[src/rtl/timer_controller.sv]
// Timer controller: free-running 16-bit system counter (DIV), programmable
// timer (TIMA) with modulo reload (TMA) and control (TAC), delayed reload and
// a one-cycle timer interrupt request pulse.
//
// Ports:
//   iClock           - single clock, rising edge
//   iReset           - asynchronous, active-low reset
//   iMcuWe           - CPU register write strobe
//   iMcuRegSelect    - register select: 4 DIV, 5 TIMA, 6 TMA, 7 TAC
//   iMcuWriteData    - CPU write data
//   oMcuReadData     - combinational read of selected register, 8'hFF otherwise
//   oDiv/oTima/oTma  - current register values
//   oTac             - current TAC value (3 bits)
//   oTimerInterrupt  - registered one-cycle timer interrupt request
module timer_controller #(
    parameter int unsigned RELOAD_DELAY = 4
) (
    input  logic       iClock,
    input  logic       iReset,
    input  logic       iMcuWe,
    input  logic [3:0] iMcuRegSelect,
    input  logic [7:0] iMcuWriteData,
    output logic [7:0] oMcuReadData,
    output logic [7:0] oDiv,
    output logic [7:0] oTima,
    output logic [7:0] oTma,
    output logic [2:0] oTac,
    output logic       oTimerInterrupt
);

    typedef enum logic [1:0] {
        StIdle,
        StDelay,
        StReload
    } state_e;

    // Delay-counter value on the last DELAY cycle (RELOAD_DELAY-1 cycles spent in DELAY).
    localparam logic [2:0] DelayLast = (RELOAD_DELAY > 1) ? 3'(RELOAD_DELAY - 2) : 3'd0;

    logic [15:0] r_counter;
    logic [2:0]  r_tac;
    logic [7:0]  r_tma;
    logic [7:0]  r_tima;
    state_e      r_state;
    logic [2:0]  r_delay;
    logic        r_irq;
    logic        r_tick;

    logic        w_we_div;
    logic        w_we_tima;
    logic        w_we_tma;
    logic        w_we_tac;
    logic [15:0] w_counter_d;
    logic [2:0]  w_tac_d;
    logic        w_tap_d;
    logic        w_tick_d;
    logic        w_tick_fall;
    state_e      w_state_d;
    logic [2:0]  w_delay_d;
    logic [7:0]  w_tima_d;
    logic        w_irq_d;

    assign w_we_div  = iMcuWe && (iMcuRegSelect == 4'h4);
    assign w_we_tima = iMcuWe && (iMcuRegSelect == 4'h5);
    assign w_we_tma  = iMcuWe && (iMcuRegSelect == 4'h6);
    assign w_we_tac  = iMcuWe && (iMcuRegSelect == 4'h7);

    assign w_counter_d = w_we_div ? 16'h0000 : r_counter + 16'h0001;
    assign w_tac_d     = w_we_tac ? iMcuWriteData[2:0] : r_tac;

    always_comb begin
        w_tap_d = 1'b0;
        case (w_tac_d[1:0])
            2'b00:   w_tap_d = w_counter_d[9];
            2'b01:   w_tap_d = w_counter_d[3];
            2'b10:   w_tap_d = w_counter_d[5];
            default: w_tap_d = w_counter_d[7];
        endcase
    end

    // Tick is evaluated on the next-state counter/TAC so that a falling tick
    // (including one caused by a DIV or TAC write) bumps TIMA on the same
    // edge that produces it. r_tick therefore always holds the current tick.
    assign w_tick_d    = w_tac_d[2] & w_tap_d;
    assign w_tick_fall = r_tick & ~w_tick_d;

    always_comb begin
        w_state_d = r_state;
        w_delay_d = r_delay;
        w_tima_d  = r_tima;
        w_irq_d   = 1'b0;
        case (r_state)
            StIdle: begin
                // A CPU write beats a coincident tick; no overflow is seen.
                if (w_we_tima) begin
                    w_tima_d = iMcuWriteData;
                end else if (w_tick_fall) begin
                    if (r_tima == 8'hFF) begin
                        w_tima_d  = 8'h00;
                        w_delay_d = 3'd0;
                        w_state_d = (RELOAD_DELAY == 1) ? StReload : StDelay;
                    end else begin
                        w_tima_d = r_tima + 8'h01;
                    end
                end
            end
            StDelay: begin
                w_delay_d = r_delay + 3'd1;
                if (w_we_tima) begin
                    // CPU write cancels the pending reload and interrupt.
                    w_tima_d  = iMcuWriteData;
                    w_delay_d = 3'd0;
                    w_state_d = StIdle;
                end else begin
                    if (w_tick_fall) begin
                        w_tima_d = r_tima + 8'h01;
                    end
                    if (r_delay == DelayLast) begin
                        w_state_d = StReload;
                    end
                end
            end
            StReload: begin
                // TIMA writes are ignored here; a TMA write lands in TIMA directly.
                w_tima_d  = w_we_tma ? iMcuWriteData : r_tma;
                w_irq_d   = 1'b1;
                w_delay_d = 3'd0;
                w_state_d = StIdle;
            end
            default: begin
                w_delay_d = 3'd0;
                w_state_d = StIdle;
            end
        endcase
    end

    always_ff @(posedge iClock or negedge iReset) begin
        if (!iReset) begin
            r_counter <= 16'h0000;
            r_tac     <= 3'd0;
            r_tma     <= 8'h00;
            r_tima    <= 8'h00;
            r_state   <= StIdle;
            r_delay   <= 3'd0;
            r_irq     <= 1'b0;
            r_tick    <= 1'b0;
        end else begin
            r_counter <= w_counter_d;
            r_tac     <= w_tac_d;
            r_tick    <= w_tick_d;
            r_tima    <= w_tima_d;
            r_state   <= w_state_d;
            r_delay   <= w_delay_d;
            r_irq     <= w_irq_d;
            if (w_we_tma) begin
                r_tma <= iMcuWriteData;
            end
        end
    end

    always_comb begin
        oMcuReadData = 8'hFF;
        case (iMcuRegSelect)
            4'h4:    oMcuReadData = r_counter[15:8];
            4'h5:    oMcuReadData = r_tima;
            4'h6:    oMcuReadData = r_tma;
            4'h7:    oMcuReadData = {5'b11111, r_tac};
            default: oMcuReadData = 8'hFF;
        endcase
    end

    assign oDiv            = r_counter[15:8];
    assign oTima           = r_tima;
    assign oTma            = r_tma;
    assign oTac            = r_tac;
    assign oTimerInterrupt = r_irq;

endmodule

[config.mk]
export PLATFORM = sky130hd
export DESIGN_NAME = timer_controller
export DESIGN_NICKNAME = d
export VERILOG_FILES = /design/src/rtl/timer_controller.sv
export SDC_FILE = /design/constraint.sdc
export NUM_CORES = 1
export LEC_CHECK = 0
export CAP_MARGIN = 20
export CORE_MARGIN = 2
export CORE_UTILIZATION = 35
export DETAILED_ROUTE_END_ITERATION = 7
export DONT_BUFFER_PORTS = 1
export SLEW_MARGIN = 20
export SYNTH_ARGS = -nofsm -noshare
export SYNTH_HDL_FRONTEND = slang
export SYNTH_SLANG_ARGS = --single-unit
[constraint.sdc]
create_clock -name iClock -period 3.7 [get_ports iClock]
set_input_delay 0.37 -clock iClock [delete_from_list [all_inputs] [get_ports iClock]]
set_output_delay 0.37 -clock iClock [all_outputs]
set_load 0.05 [all_outputs]
# [After elaboration in Yosys (flattened, before gate mapping)]
# Index checks and enable logic that the tools add are counted.
[word_totals] reg_bits=42 inputBits=15 word_cells=63
[op_classes] addsub=3 eq_ne=16 n_mux=23 n_bitwise=3 n_reduce_logical=10
[ops] cell="8-bit two-way mux" n=6
[ops] cell="8-bit one-hot mux with 4 select lines" n=1
[ops] cell="8-bit one-hot mux with 3 select lines" n=1
[ops] cell="16-bit by 1-bit adder with 16-bit output (second input constant)" n=1
[ops] cell="4-bit by 3-bit == test with 1-bit output (second input constant)" n=4
[ops] cell="16-bit two-way mux" n=1
[ops] cell="3-bit two-way mux" n=5
[ops] cell="2-bit two-way mux" n=5
[ops] cell="3-bit inequality test (second input constant)" n=3
[ops] cell="8-bit by 1-bit adder with 8-bit output (second input constant)" n=1
[ops] cell="8-bit == test (second input constant)" n=1
[ops] cell="2-bit inequality test (second input constant)" n=3
[ops] cell="3-bit one-hot mux with 2 select lines" n=1
[ops] cell="3-bit AND reduction" n=2
[ops] cell="2-bit by 1-bit == test with 1-bit output (second input constant)" n=2
[ops] cell="2-bit == test (second input constant)" n=2
[ops] cell="1-bit logical AND" n=4
[ops] cell="2-bit zero test" n=2
[ops] cell="2-bit one-hot mux with 2 select lines" n=1
[ops] cell="4-bit AND reduction" n=1
[ops] cell="3-bit by 1-bit adder with 3-bit output (second input constant)" n=1
[ops] cell="3-bit by 2-bit == test with 1-bit output (second input constant)" n=1
[ops] cell="1-bit one-hot mux with 3 select lines" n=1
[ops] cell="3-bit nonzero test" n=1
[ops] cell="3 further kinds" n=4

# [Logic depth before layout (Yosys ltp)]
[depth] depth_word=11 ltp_mapped=8

# [Least setup slack after synthesis]
# No wires, ideal clock.
[synth_path] path_kind="flip-flop to flip-flop" from="register r_tima[0], in the netlist oTima[0]" to="register r_tima[3], in the netlist oTima[3]" path_buffers=0 setup_ns=0.126 slack_ns=1.245 arrival_ns=2.329 stages_incl_launch_ff=9 period_less_slack_ns=2.455 cell_sequence="dfrtp_1 -> ha_1 -> nand3_1 -> nor3_1 -> a21oi_1 -> o21ai_1 -> nor3b_1 -> a221o_1 -> a221o_1"
[synth_between] elab_chain_len=5
[synth_rtl] item="from (decl)" line_no="43" source="logic [7:0] r_tima;"
[synth_rtl] item="from (signal assigned)" line_no="151" source="r_tima <= w_tima_d;"
[synth_rtl] item="8-bit by 1-bit adder with 8-bit output or 8-bit == test (tied branches)" line_no="103, 116, 98"
[synth_rtl] item="8-bit two-way mux" line_no="98" source="if (r_tima == 8'hFF) begin"
[synth_rtl] item="8-bit two-way mux" line_no="97" source="end else if (w_tick_fall) begin"
[synth_rtl] item="8-bit two-way mux" line_no="95" source="if (w_we_tima) begin"
[synth_rtl] item="8-bit one-hot mux with 3 select lines (*)" line_no="92" source="case (r_state)"
# Every way passes the cells marked *; elsewhere a longest branch is shown, timed or not. The select of a mux whose other input is x is not followed.
# A chain may end at the register's enable or synchronous reset.

# [Worst setup path after layout]
# Same ends and word-level chain as after synthesis.

==> results.txt <==
For the setup clock skew after layout, the log shows 0.01113 ns. The tightest min-delay check is of the input pin to flip-flop type. Static timing analysis puts the maximum clock frequency at 348.9 MHz.

After clock tree synthesis, the flow added hold-fix buffers numbering 2. Number of synthesis warnings: 0. For this run, the detailed router's first-pass iteration total came to 4. In this run the count of I/O pins placed on the die edge is 51. The cell depth of the worst flop-to-flop path is 8, and the post-synthesis net count is 283. Summing all multi-input logic gate instances after layout gives 1428 µm². After filler insertion, the fill cell instance count of the layout stands at 728.

Synthesis produced 261 cells. The tools report the number of max-slew violations in the final report as 0. Among the stages of the critical path, the cell type that occurs most often is sky130_fd_sc_hd__a221o_1.

The run gives 43 as the pin count of the biggest net entering global routing. After synthesis, the most frequently instantiated cells are sky130_fd_sc_hd__dfrtp_1, sky130_fd_sc_hd__nor2_1, sky130_fd_sc_hd__nand2_1. The portion of synthesized cell area occupied by the leading cell type is 0.4021, and the width of the die is 90.42 µm. The area of the mapped netlist came out at 2614 µm².

Largest incremental delay on the critical path: 0.77 ns. The final layout net count is 281, and the vertical die dimension is 90.42 µm. The logs give 3.06 ns for the worst endpoint data arrival time and 10,850 µm for the wire length of the first global-routing pass. In this run the power density over the cells is 730.5 nW/µm². The tools report the total setup violations reported at the end of the flow as 0. Summing all flip-flop and latch instances after layout gives 1051 µm². Growth of design area from synthesis to finish: 7.372%. In this run, CTS created clock tree buffers numbering 5. The final core utilization is 0.3869. Ranked by total cell area, the synthesized netlist is headed by sky130_fd_sc_hd__dfrtp_1, sky130_fd_sc_hd__mux2_2, sky130_fd_sc_hd__nor2_1. The congestion estimate from routability-driven global placement came to 0.8574. IR analysis of the VDD net gives a maximum drop of 0.0002318 V.

Yosys mapped the design onto 53 distinct sky130hd cell types. The aggregate global-route resource usage was 0.1657; the number of buffer and inverter instances along the worst setup path was 0. The met3 routed wirelength was 443 µm.

The share of flip-flops with an asynchronous set or reset after synthesis works out to 1.000. On the critical path the largest part of the delay comes from compound AO/OA/AOI/OAI gates. The number of setup buffers added after CTS is 0. Count of input and output buffers: 0.

The critical register-to-register path startpoint is oTima[0]. After clock tree synthesis, the clock-pin slew on the worst setup and hold paths is 0.09 ns. The library cell with the largest summed area after synthesis is sky130_fd_sc_hd__dfrtp_1. STA classifies the critical path endpoint as a flip-flop.

The tree built by TritonCTS fans out to 42 sinks. For the max-capacitance violation count, the log shows 0. The endpoint identified for the worst register-to-register timing path is oTima[3]. Each instance of the synthesized netlist takes up on average 10.01 µm². The ratio of cells with drive above 1 in the final layout is 0.1615, and the met2 wire length is 3069 µm.

The tools report the wire length the detailed router placed on met1 as 2848 µm. The H-tree generated during clock tree synthesis spans 2 levels. After detailed routing, the total wire length is 6417 µm. Summing over every cut layer, the via total after detailed routing is 1,923. Across all hold checks on the routed design, the worst slack comes to 0.2292 ns.

For flop-to-flop paths, the worst setup slack is 0.83 ns. For this design, the slowest cell found on the critical path is sky130_fd_sc_hd__dfrtp_1. At the pin with the least slew margin, the transition time is 0.8159 ns. The run gives 0.3604 as the initial core utilization. The total number of placement rows is 31, and the tightest slew margin relative to the limit is 0.4541. The total number of cells along the worst setup path was 8. The share of the clock period used by the worst path was 0.7747.

The tools report the launching element type of the critical path as a flip-flop. The critical path ends at oTima[3]. The area of placed instances is 2659 µm², and the initial antenna violation count is 0. Clock root buffer: sky130_fd_sc_hd__clkbuf_8. The run finished with clean final reports.

The wire-length estimate of the detail-placed layout is 4826 µm. The commonest register cell after synthesis is sky130_fd_sc_hd__dfrtp_1. In the routed design, unresolved DRC markers number 0. TritonCTS built the clock tree. The run gives 2 as the maximum number of buffers from clock root to sink.

The later pin in the worst-skew pair is clocked with a latency of 0.30 ns. The number of nets still failing antenna checks after routing was 0; the post-cts gate resize count was 0. The number of hold violations in the final report is 0, and the worst-path maximum fanout is 8. Setup repair after global routing left no endpoint under its margin.

The signal on the critical path passes through ha_1 -> nand3_1 -> nor3_1 -> a21oi_1 -> o21ai_1 -> nor3b_1 -> a221o_1 -> a221o_1. In this run the static leakage power is 0.001160 µW. By instance count, the leading cell after synthesis is sky130_fd_sc_hd__dfrtp_1.

After detailed routing, the average wire length per cell comes to 17.87 µm. Yosys mapped a number of flops with a built-in enable equal to 0. The run gives 0 as the remaining global-route overflow.

Setup total negative slack on the finished layout was measured at 0 ns. The post-detailed-route via-to-cell ratio is 5.357. Once layout is done, the placed cells without fillers occupy 2806 µm². Number of flip-flops and latches in the synthesized netlist: 42. Data on the critical path is required at its endpoint by 3.89 ns.

The shortest clock period the worst path allows after layout works out to 2.866 ns. By startpoint and endpoint, the worst setup path is classified as flip-flop to flip-flop. The sequential fraction of the synthesis area was 0.4021; the final antenna diode count was 0.

The core region is 7253 µm². For the via count of the first global-routing pass, the log shows 1,925. The floorplan step defined a die boundary enclosing 8175 µm².

The critical path startpoint was oTima[0]. The detailed router finished its first iteration with 109 violations. Routed signal wires occupy layers up through met4.
[through the flow]
step	setup WS, ns	total power, µW	instances
floorplan	1.245	1535	261
global placement	0.8265	1659	349
detailed placement	0.8702	1668	349
CTS	0.8588	2058	359
global route	0.6557	2182	359
finish	0.8337	2050	359
[metal layers]
layer | global-route usage | vias to the layer above
met2 | 0.2644 | 44
li1 | - | 938
met1 | 0.2191 | 933
met5 | 0 | -
met4 | 0.03462 | 0
met3 | 0.05676 | 8
[logic make-up (layout without fill, tap and decap cells)]
kind of cell	count (synthesis)	after routing	synth area share
fa+ha+maj	7	7	0.03351
simple gates	100	100	0.1996
buf+inv	25	24	0.05170
mux	24	24	0.1206
xor+xnor	12	12	0.04021
flops	42	42	0.4021
compound gates	51	51	0.1522
[state kept, by name, summed over array words and instances (netlist names)]
register,count
oTac,3
oTima,8
oTimerInterrupt,1
oTma,8
r_counter,16
r_delay,3
r_state,2
r_tick,1
[layout by cell type, fill, tap and decap left out, types with 3 or more instances in the layout]
master	synthesis	layout
sky130_fd_sc_hd__ha_1	7	7
sky130_fd_sc_hd__o2bb2ai_1	3	3
sky130_fd_sc_hd__inv_1	13	13
sky130_fd_sc_hd__nor3_1	5	5
sky130_fd_sc_hd__o31ai_1	3	3
sky130_fd_sc_hd__mux4_2	3	3
sky130_fd_sc_hd__nand2_1	22	22
sky130_fd_sc_hd__nand4_1	4	4
sky130_fd_sc_hd__mux2_4	4	4
sky130_fd_sc_hd__a221o_1	7	7
sky130_fd_sc_hd__and2_1	6	6
sky130_fd_sc_hd__a22oi_1	3	3
sky130_fd_sc_hd__o22ai_1	5	5
sky130_fd_sc_hd__xor2_1	8	8
sky130_fd_sc_hd__nand2b_1	4	4
sky130_fd_sc_hd__mux2_2	14	14
sky130_fd_sc_hd__nor2b_1	3	3
sky130_fd_sc_hd__o21ai_0	8	8
sky130_fd_sc_hd__clkbuf_8	0	5
sky130_fd_sc_hd__dfrtp_1	42	42
sky130_fd_sc_hd__nor2_1	27	27
sky130_fd_sc_hd__mux2i_1	3	3
sky130_fd_sc_hd__a21oi_1	10	10
sky130_fd_sc_hd__xnor2_1	4	4
sky130_fd_sc_hd__nand3_1	12	12
[layout make-up]
type | instances | area share
multi-input combinational | 194 | 0.5087
sequential | 42 | 0.3745
tap | 99 | 0.04414
clock buffer | 6 | 0.02586
inverter | 13 | 0.01739
timing repair buffer | 3 | 0.01605
clock inverter | 2 | 0.01337
[where the power goes]
part,switching (µW),internal [µW],total (µW)
clock,175,202,377
sequential,464,575,1040
combinational,334,299,633
[worst min path at each step]
stage                                start      endpoint  slack (ns)  cells after the start
after global placement              iReset  r_counter[5]        0.08                      0
after detailed placement            iReset  r_counter[9]        0.08                      0
final                     iMcuWriteData[7]       oTma[7]        0.23                      1
after floorplan                     iReset       oTac[0]        0.07                      0
after CTS                 iMcuWriteData[7]       oTma[7]        0.23                      1
after global routing      iMcuWriteData[3]       oTma[3]        0.22                      1
Power figures use the tool's default switching activity.
